[config.mk]
export PLATFORM = sky130hd
export DESIGN_NAME = rf_access_sequencer
export DESIGN_NICKNAME = d
export VERILOG_FILES = /design/src/rtl/rf_access_sequencer.sv
export SDC_FILE = /design/constraint.sdc
export NUM_CORES = 1
export LEC_CHECK = 0
export CAP_MARGIN = 40
export CORE_ASPECT_RATIO = 1.2
export CORE_MARGIN = 2
export CORE_UTILIZATION = 45
export DETAILED_ROUTE_END_ITERATION = 16
export GPL_TIMING_DRIVEN = 1
export PLACE_DENSITY = 0.77
export REMOVE_ABC_BUFFERS = 1
export SETUP_SLACK_MARGIN = 0.15
export SYNTH_ARGS = -nofsm -noshare
export SYNTH_HDL_FRONTEND = slang
export SYNTH_SLANG_ARGS = --single-unit
export TNS_END_PERCENT = 100
[constraint.sdc]
create_clock -name clk -period 1.7 [get_ports clk]
set_input_delay 0.17 -clock clk [delete_from_list [all_inputs] [get_ports clk]]
set_output_delay 0.17 -clock clk [all_outputs]
set_load 0.1 [all_outputs]
[src/rtl/rf_access_sequencer.sv]
// Steps a single-port, registered-read register file through read/exec/writeback
// per instruction, sharing the port with debug reads while idle.
module rf_access_sequencer #(
  parameter int unsigned EXEC_TIMEOUT = 64,
  parameter int unsigned CNT_W        = 32
) (
  input  logic             clk,
  input  logic             rst_n,
  input  logic             start,
  output logic             ready,
  input  logic [4:0]       rs1,
  input  logic [4:0]       rs2,
  input  logic [4:0]       rd,
  input  logic             use_rs2,
  input  logic             writes_rd,
  input  logic [1:0]       wb_sel,
  input  logic             exec_done,
  input  logic             dbg_req,
  input  logic [4:0]       dbg_addr,
  output logic             dbg_grant,
  output logic             dbg_valid,
  output logic [4:0]       rf_addr,
  output logic             rf_write,
  output logic [2:0]       rf_phase,
  output logic [1:0]       rf_wb_sel,
  output logic             rs1_valid,
  output logic             rs2_valid,
  output logic             busy,
  output logic             done,
  output logic             timeout_err,
  output logic [CNT_W-1:0] retired_cnt
);

  typedef enum logic [2:0] {S_IDLE, S_RD1, S_RD2, S_EXEC, S_WB, S_DONE} state_e;

  localparam int unsigned     TW       = $clog2(EXEC_TIMEOUT) + 1;
  localparam logic [TW-1:0]   TMO_LAST = TW'(EXEC_TIMEOUT - 1);

  state_e           state_q, state_d;
  logic [4:0]       rs1_q, rs2_q, rd_q;
  logic             use_rs2_q, writes_rd_q;
  logic [1:0]       wb_sel_q;
  logic [TW-1:0]    tmo_q, tmo_d;
  logic             abort_q, abort_d;
  logic             dbg_valid_q;
  logic [CNT_W-1:0] cnt_q, cnt_d;
  logic             idle, accept;

  assign idle   = (state_q == S_IDLE);
  assign accept = idle & start;

  always_ff @(posedge clk or negedge rst_n) begin
    if (!rst_n) begin
      state_q     <= S_IDLE;
      rs1_q       <= '0;
      rs2_q       <= '0;
      rd_q        <= '0;
      use_rs2_q   <= 1'b0;
      writes_rd_q <= 1'b0;
      wb_sel_q    <= '0;
      tmo_q       <= '0;
      abort_q     <= 1'b0;
      dbg_valid_q <= 1'b0;
      cnt_q       <= '0;
    end else begin
      state_q     <= state_d;
      tmo_q       <= tmo_d;
      abort_q     <= abort_d;
      dbg_valid_q <= dbg_grant;
      cnt_q       <= cnt_d;
      if (accept) begin
        rs1_q       <= rs1;
        rs2_q       <= rs2;
        rd_q        <= rd;
        use_rs2_q   <= use_rs2;
        writes_rd_q <= writes_rd;
        wb_sel_q    <= wb_sel;
      end
    end
  end

  // The EXEC cycle counter doubles as the "first EXEC cycle" marker (zero on entry).
  always_comb begin
    state_d = state_q;
    tmo_d   = tmo_q;
    abort_d = abort_q;
    unique case (state_q)
      S_IDLE: begin
        abort_d = 1'b0;
        if (accept) state_d = S_RD1;
      end
      S_RD1: begin
        tmo_d   = '0;
        state_d = use_rs2_q ? S_RD2 : S_EXEC;
      end
      S_RD2: begin
        tmo_d   = '0;
        state_d = S_EXEC;
      end
      S_EXEC: begin
        tmo_d = tmo_q + TW'(1);
        if (exec_done) begin
          state_d = (writes_rd_q && (rd_q != '0)) ? S_WB : S_DONE;
        end else if (tmo_q == TMO_LAST) begin
          abort_d = 1'b1;
          state_d = S_DONE;
        end
      end
      S_WB:    state_d = S_DONE;
      S_DONE:  state_d = S_IDLE;
      default: state_d = S_IDLE;
    endcase
  end

  always_comb begin
    cnt_d = cnt_q;
    if ((state_q == S_DONE) && !abort_q && (cnt_q != '1)) cnt_d = cnt_q + CNT_W'(1);
  end

  always_comb begin
    dbg_grant   = idle & dbg_req & ~start;
    ready       = idle & ~dbg_grant;
    dbg_valid   = dbg_valid_q;
    rf_addr     = '0;
    rf_write    = 1'b0;
    rf_phase    = 3'b000;
    rf_wb_sel   = '0;
    rs1_valid   = 1'b0;
    rs2_valid   = 1'b0;
    busy        = ~idle;
    done        = 1'b0;
    timeout_err = 1'b0;
    retired_cnt = cnt_q;
    unique case (state_q)
      S_IDLE: begin
        if (dbg_grant) begin
          rf_addr  = dbg_addr;
          rf_phase = 3'b001;
        end
      end
      S_RD1: begin
        rf_addr  = rs1_q;
        rf_phase = 3'b001;
      end
      S_RD2: begin
        rf_addr   = rs2_q;
        rf_phase  = 3'b001;
        rs1_valid = 1'b1;
      end
      S_EXEC: begin
        rf_phase = 3'b010;
        if (tmo_q == '0) begin
          rs2_valid = use_rs2_q;
          rs1_valid = ~use_rs2_q;
        end
      end
      S_WB: begin
        rf_addr   = rd_q;
        rf_write  = 1'b1;
        rf_phase  = 3'b100;
        rf_wb_sel = wb_sel_q;
      end
      S_DONE: begin
        done        = ~abort_q;
        timeout_err = abort_q;
      end
      default: ;
    endcase
  end

endmodule

After elaboration in Yosys (flattened, before gate mapping). Cells that the tools add are included.

Logic and storage cells: 67. Flip-flop bits (word level): 63.

Eq/ne operators: 11. Add/sub/neg operators: 2. Muxes and demuxes: 22. Bitwise logic cells: 9. Reductions and logical operators: 12.

Operators with widths (count): adder 32 x 1 -> 32 bit (second input constant) (1); != test 32 bit (second input constant) (1); case mux 5 bit (4 select lines) (1); case mux 3 bit (5 select lines) (1); case mux 7 bit (2 select lines) (1); case mux 3 bit (4 select lines) (1); two-way mux 1 bit (11); two-way mux 3 bit (3); adder 7 x 1 -> 7 bit (second input constant) (1); == test 7 x 6 -> 1 bit (second input constant) (1); logical NOT 7 bit (1); == test 3 x 2 -> 1 bit (second input constant) (2); == test 3 bit (second input constant) (2); two-way mux 5 bit (1); NOT 1 bit (5); nonzero test 5 bit (1); bitwise AND 1 bit (4); != test 2 bit (second input constant) (2); case mux 1 bit (2 select lines) (2); nonzero test 2 bit (2); == test 3 x 1 -> 1 bit (second input constant) (1); logical AND 1 bit (3); logical NOT 3 bit (1); != test 3 bit (second input constant) (1); 6 further kinds (6).

Logic depth before layout (Yosys ltp).
Depth after elaboration: 5. Gate-level depth with buffers: 7.

Worst setup path before layout. OpenSTA, ideal clock, no wires.

Kind: register -> output. Start point: reg state_q[1]. End point: out rf_addr[0]. Arrival time: 4.019 ns. Path slack: -2.489 ns. Data required time: 1.530 ns. Stages on the path, launching flop included: 7. Path through: dfrtp_1 buf_2 nor3_1 inv_1 nor3b_2 a22oi_1 o21ai_0.

Longest elaborated chain between the ends: 5. Elaborated cells between the ends (all ways): 8.

Ends and longest elaborated chain: start: declaration (line 39) `state_e state_q, state_d;`; start signal: assignment (line 66) `state_q <= state_d;`; logical NOT 3 bit (line 49) `assign idle = (state_q == S_IDLE);`; bitwise AND 1 bit (2 in a row) (line 121) `dbg_grant = idle & dbg_req & ~start;`; via dbg_grant (line 20) `output logic dbg_grant,`; two-way mux 5 bit (line 136) `if (dbg_grant) begin`; case mux 5 bit (4 select lines) (line 134) `unique case (state_q)`; end: declaration (line 22) `output logic [4:0] rf_addr,`.

The timed path passes the listed nets, and every way through them passes these cells.

Worst setup path after layout.
Start point: reg state_q[2]. End point: out rf_addr[1].

Longest elaborated chain between the ends: 5. Elaborated cells between the ends (all ways): 8.

Ends and longest elaborated chain (line): logical NOT 3 bit (49, 134); bitwise AND 1 bit (2 in a row) (121); two-way mux 5 bit (136); case mux 5 bit (4 select lines) (*) (134).

Mark *: on every way between the ends. The rest lies on a longest branch, timed or not.

==> metrics.yaml <==
insertion_delay_ns: 0.36
ys_seq_area_frac: 0.490
rows: 33
peakVddDrop_mv: 2.15
cap_viol_max_count: 0
ys.flop_type: "dfrtp_1"
violations: "negative setup slack"
seqPwrFrac: 0.218
rsz0062_at_grt: "true"
ys_async_sr_fraction: 1.00
max_slew_margin: 0.698
n_antenna_cell: 0
hold_path.class: "input pin to async pin"
skew_ns: 0.0157
cts_tree: "built"
crit_required_ns: 1.53
cts_buffers: 9
avgRoutedWirePerCell_um: 28.5
antenna_found_initial: 0
final_max_slew_viol_count: 0
cts-htree-levels: 3
p_sw_frac: 0.455
critical_path.max_stage_delay_ns: 0.46
comb_power_share: 0.612
grt_first_pass_wirelength_um: 19500
synth_edf_count: 0
finalSetupTns_ns: -17.76
yosysWarnings: 0
placed_cell_area_mm2: 0.00513
final_cell_area_mm2: 0.00654
cts.reportedPaths.clkPinSlew_ns: 0.09
synth-seq-cells: 63
root_buffer: "clkbuf_8"
initial_utilization: 0.466
first_pass_iters: 5
p_int_mw: 5.48
grt_util_all_layers: 0.339
drive_gt1_frac: 0.609
nets: 528
drt_iter0_markers: 333
die_w_um: 81.2
setup_viol: 76
drtAntennaViolNets: 0
core_area_mm2: 0.00690
syn2layout_area_growth_pct: 104
die_h_um: 96.6
status: "finished, violations left"
clkSinkCount: 63
hpwl_um: 6530
r2r_cells: 7
yosysUniqueCellTypes: 46
tightest_slew_ns: 0.453
drt-total-wl_um: 16800
vias_per_cell: 6.51
cp_data_arrival_time_ns: 2.09
power_switching_mw: 4.58
die_area_mm2: 0.00784
hold_violations: 0
critPathLaunchType: "register"
crit_slowest_cell: "dfrtp_1"
drc: 0
fin_crit_ns: 2.26
ys_top_cells_by_area: "dfrtp_1 (49%), mux2_2 (7.4%), xnor2_1 (5.4%)"
worstSetupPathType: "register to output port"
synthCells: 296
path_max_fanout: 5
synth_area_mm2: 0.00321
synth_top_area_share: 0.490
leakage_nw: 2.97
grt_pass1_vias: 3698
fmax_mhz: 442
place_congestion: 0.929
worstPathCellList: "nor3_2 > inv_2 > nor3b_4 > buf_6 > a22oi_2 > o21ai_2 > clkbuf_16"
cts_buffer_depth: 2
yosys.area.top_type: "dfrtp_1"
overflow: 0
io_pins: 80
fillers: 162
syn_avg_cell_area_um2: 10.9
endpoint_kind: "output port"
clkPwrFrac: 0.169
grt_start_max_net_pins: 64
worst_slack_ns: -0.563
fin_crit_sh: 1.33
vias: 3828
p_per_area_mw_per_mm2: 1540
portBuffers: 79
[per-layer routing]
layer  track usage  up-vias  routed length [um]
li1              -     1488                   -
met2         0.592      366                8520
met1         0.376     1830                5310
met3        0.0743      144                1520
met4         0.201        0                1430
met5             0        -                   0
[worst paths after layout]
kind	start	to	slack, ns
max reg2reg	retired_cnt[1]	retired_cnt[26]	-0.35
max	state_q[2]	rf_addr[1]	-0.56
min	rst_n	retired_cnt[13]	0.36
min reg2reg	wb_sel_q[0]	wb_sel_q[0]	0.53
max in group asynchronous	rst_n	retired_cnt[28]	1.04
min in group clk	writes_rd	writes_rd_q	0.44
[Yosys cell counts (5+ instances only)]
cell type	n
dfrtp_1	63
mux2_2	21
xnor2_1	20
nand2_1	19
nand4_1	18
nor2_1	17
o21ai_0	17
nand3_1	12
xor2_1	12
a22oi_1	10
nor3_1	8
inv_1	7
buf_2	6
or2_2	5
[power groups by stage]
stage	Combinational [mW]	Sequential (mW)	Clock, mW
after floorplan	2.15	2.42	0
after global routing	6.32	2.20	1.76
after detailed placement	4.29	2.09	0
after global placement	4.20	2.06	0
after CTS	5.04	2.08	1.61
final	6.16	2.20	1.70
[registers in the layout, summed over array words and instances, names as in the netlist, 2 cells and up]
name         flops
rs2_q            5
tmo_q            7
rs1_q            5
wb_sel_q         2
rd_q             5
retired_cnt     32
state_q          3
[through the flow]
stage | worst slack [ns] | hold WS [ns] | utilization | total power, mW | instances
after floorplan | -2.51 | -0.126 | - | 4.57 | 285
after global placement | -0.130 | 0.206 | 0.744 | 6.26 | 523
after detailed placement | -0.231 | 0.207 | 0.744 | 6.37 | 523
after CTS | -0.299 | 0.379 | 0.869 | 8.73 | 564
after global routing | -0.649 | 0.396 | 0.949 | 10.3 | 588
final | -0.563 | 0.359 | 0.949 | 10.1 | 588
[worst max-delay path: cells and delay by family (launching register included)]
family / cells / cell delay, ns
compound gates: 2 / 0.19
flops: 1 / 0.46
simple gates: 2 / 0.57
buf+inv: 3 / 0.51
[cells by family after synthesis]
group | Yosys count | share of synthesized area
AOI/OAI and AO/OA | 37 | 0.0708
xor gates and xnor gates | 32 | 0.0872
adders and majority gates | 3 | 0.0117
buffers and inverters | 18 | 0.0245
DFF | 63 | 0.490
muxes | 21 | 0.0736
and+or+nand+nor | 122 | 0.242
[cells in the final DEF (no fill, tap or decap), types with 8 or more instances in the layout]
cell type	n
buf_12	52
buf_4	81
buf_6	31
clkbuf_8	9
clkdlybuf4s50_1	27
dfrtp_1	61
mux2_4	21
nand2_1	10
nand4_1	18
nor2_1	11
nor4_4	9
xnor2_1	12
xnor2_2	8
xor2_1	12
[timing repair]
item | in CTS | in global routing
endpoints found under the setup margin | 70 | 77
hold buffers | 1 | 0
pin swaps | 46 | 51
setup buffers | 22 | 23
gates cloned | 2 | 1
hold endpoints to repair | 63 | 0
resized for setup | 103 | 82
[final cells by class]
cell class | count | area, um^2 | area share
timing repair buffer | 200 | 2420 | 0.370
multi-input combinational | 215 | 2160 | 0.329
sequential | 63 | 1580 | 0.241
clock buffer | 9 | 124 | 0.0189
clock inverter | 7 | 120 | 0.0184
tap | 87 | 109 | 0.0166
inverter | 7 | 35.0 | 0.00535
(Power assumes the default switching activity.)
==> RTL change, RTL diff (same settings) <==
Put a register stage on the output `timeout_err`. The value now appears one clock later. The other outputs are not delayed to match.
--- a/src/rtl/rf_access_sequencer.sv
+++ b/src/rtl/rf_access_sequencer.sv
@@ -35,6 +35,8 @@
 
   localparam int unsigned     TW       = $clog2(EXEC_TIMEOUT) + 1;
   localparam logic [TW-1:0]   TMO_LAST = TW'(EXEC_TIMEOUT - 1);
+
+  logic timeout_err_d;
 
   state_e           state_q, state_d;
   logic [4:0]       rs1_q, rs2_q, rd_q;
@@ -129,7 +131,7 @@
     rs2_valid   = 1'b0;
     busy        = ~idle;
     done        = 1'b0;
-    timeout_err = 1'b0;
+    timeout_err_d = 1'b0;
     retired_cnt = cnt_q;
     unique case (state_q)
       S_IDLE: begin
@@ -162,11 +164,15 @@
       end
       S_DONE: begin
         done        = ~abort_q;
-        timeout_err = abort_q;
+        timeout_err_d = abort_q;
       end
       default: ;
     endcase
   end
 
+  always_ff @(posedge clk) begin
+    timeout_err <= timeout_err_d;
+  end
+
 endmodule
 
Check against the original RTL: same outputs for any inputs over 10 cycles, from zero or initial values and one cycle with rst_n low; that may be too few to reach the edited logic, so the function may still have changed.
==> RTL change against the original RTL <==
The run still ends with negative setup slack left. Synthesized cell count decreased by 1.4%. Sequential cell count up 1. Fmax increased by 4.5%. Largest power group unchanged. Synthesized area is 2.6% lower. Global-route usage down 1.4 points. Count of clock-buffer cells in the layout rose by 1. Register-to-register slack better by 30 ps. Cell area decreased by 5.4%. Critical path depth is 1 higher. Routed wire length decreased by 11%. Power is 6.8% lower. Setup slack gained 98 ps. Clock skew down 6.0 ps. Via count fell by 5.4%.
==> RTL change: results (changes against the original RTL) <==
The sequential cell area is 1599 µm² (+1.3%), and the measured slew at the worst slew-check pin is 376.8 ps (-76.45 ps). The share of final-layout standard cells stronger than drive strength 1 came out at 0.5947 (-0.01413). Ranked by instance count, the synthesized netlist is headed by dfrtp_1 (63), xnor2_1 (22), nand2_1 (20).

The net switching power was 4.329 mW (-5.5%); the footprint of the multi-input gates was 1988 µm² (-7.8%). For the largest net degree at the start of global routing, the log shows 25 (-61%). For the total half-perimeter wirelength after legalization and detailed placement, the log shows 6567 µm (+0.59%).

The share of synthesized flip-flops with an asynchronous set or reset was 0.9844 (-0.01563). Sorting the synthesized cells by area gives the leading types as dfrtp_1 (50%), mux2_2 (6.8%), xnor2_1 (6.2%). For the violation count after the first detailed-routing iteration, the log shows 358 (+7.5%).

The tools report the worst clock skew as 9.642 ps (-6.044 ps). The tools report the routability-driven placement congestion ratio as 0.8685 (-6.5%). The final reports fail on negative setup slack. The run gives 513 (-2.8%) as the number of nets in the finished design.

The gate family responsible for the most delay along the worst path is buffers and inverters. The post-layout worst setup margin is -465.3 ps (+97.57 ps), and the worst-case vdd ir drop is 0.001569 V (-27%). Critical-path maximum fanout: 4 (-1). The number of setup violations in the final report is 71 (-6.6%). The flow ran to the end, but the final reports show violations. The endpoint arrival time on the critical path was 2000 ps (-90 ps); the total via count after detailed routing was 3620 (-5.4%). The layout overhead on the synthesized area is 97.76%, and the average wire per cell in the routed design is 26.06 µm (-8.7%).

The count of inverters not on the clock network in the layout works out to 9 (+2). The count of different cell masters after synthesis is 44 (-4.3%), and the number of filler cells placed in the layout is 221 (+36%). For the global-route total usage across every layer, the log shows 0.3249 (-0.01371). The first-pass GRT wire length is 18450 µm (-5.2%), and the static leakage is 2.843 nW (-4.3%). The total placed instance area is 4997 µm² (-2.6%).

The mean area per synthesized cell was 10.73 µm² (-1.2%). The critical path's slowest cell is dfrtp_2. The tools report the register share of total power as 0.235 (+0.017). The tools report the number of flip-flops and latches as 64 (+1.6%). The tools report the count of multi-input combinational gates as 211 (-1.9%).
[RTL change: per-layer routing]
layer | track usage | part of all wire
met5 | 0 | 0
met4 | 0.1794 | 0.065
met3 | 0.07670 | 0.069
met2 | 0.5792 | 0.53
met1 | 0.3523 | 0.34
[RTL change: timing repair]
| action | 4_1_cts | 5_1_grt |
|---|---|---|
| gates resized for setup | 82 | 72 |
| pin swaps | 44 | 27 |
| cloned | 2 | 0 |
| hold buffers | 1 | 0 |
| endpoints found under the hold margin | 12 | 0 |
| buffers inserted | 18 | 18 |
| setup endpoints to repair | 70 | 76 |
[RTL change: worst paths after layout]
check,cells after the start,endpoint,slack [ps],startpoint
setup / recovery,8,rf_phase[0],-470,state_q[2]
hold / removal,2,writes_rd_q,270,rst_n
setup reg to reg,6,retired_cnt[20],-320,retired_cnt[9]
hold reg to reg,1,retired_cnt[19],540,retired_cnt[19]
max in group asynchronous,4,retired_cnt[30],630,rst_n
min in group clk,2,rd_q[2],430,rd[2]
[RTL change: metrics by stage]
| step | std cells | setup WS [ps] | total power, mW | util | TNS, ps |
|---|---|---|---|---|---|
| final | 573 | -465.3 | 9.380 | 0.9146 | -15360 |
| after global routing | 573 | -500.4 | 9.595 | 0.9146 | -19770 |
| after CTS | 555 | -364.6 | 8.437 | 0.8500 | -5585 |
| after detailed placement | 518 | -223.0 | 6.353 | 0.7380 | -2234 |
| after global placement | 518 | -127.6 | 6.250 | 0.7380 | -809.5 |
| after floorplan | 284 | -2534 | 4.563 | - | -52440 |
[RTL change: logic make-up after synthesis]
family	after synthesis	share of synthesized area
simple gates	114	0.2129
flops	64	0.5098
compound gates	44	0.08630
xor+xnor	29	0.08110
mux	21	0.07511
buf+inv	17	0.02277
fa+ha+maj	3	0.01199
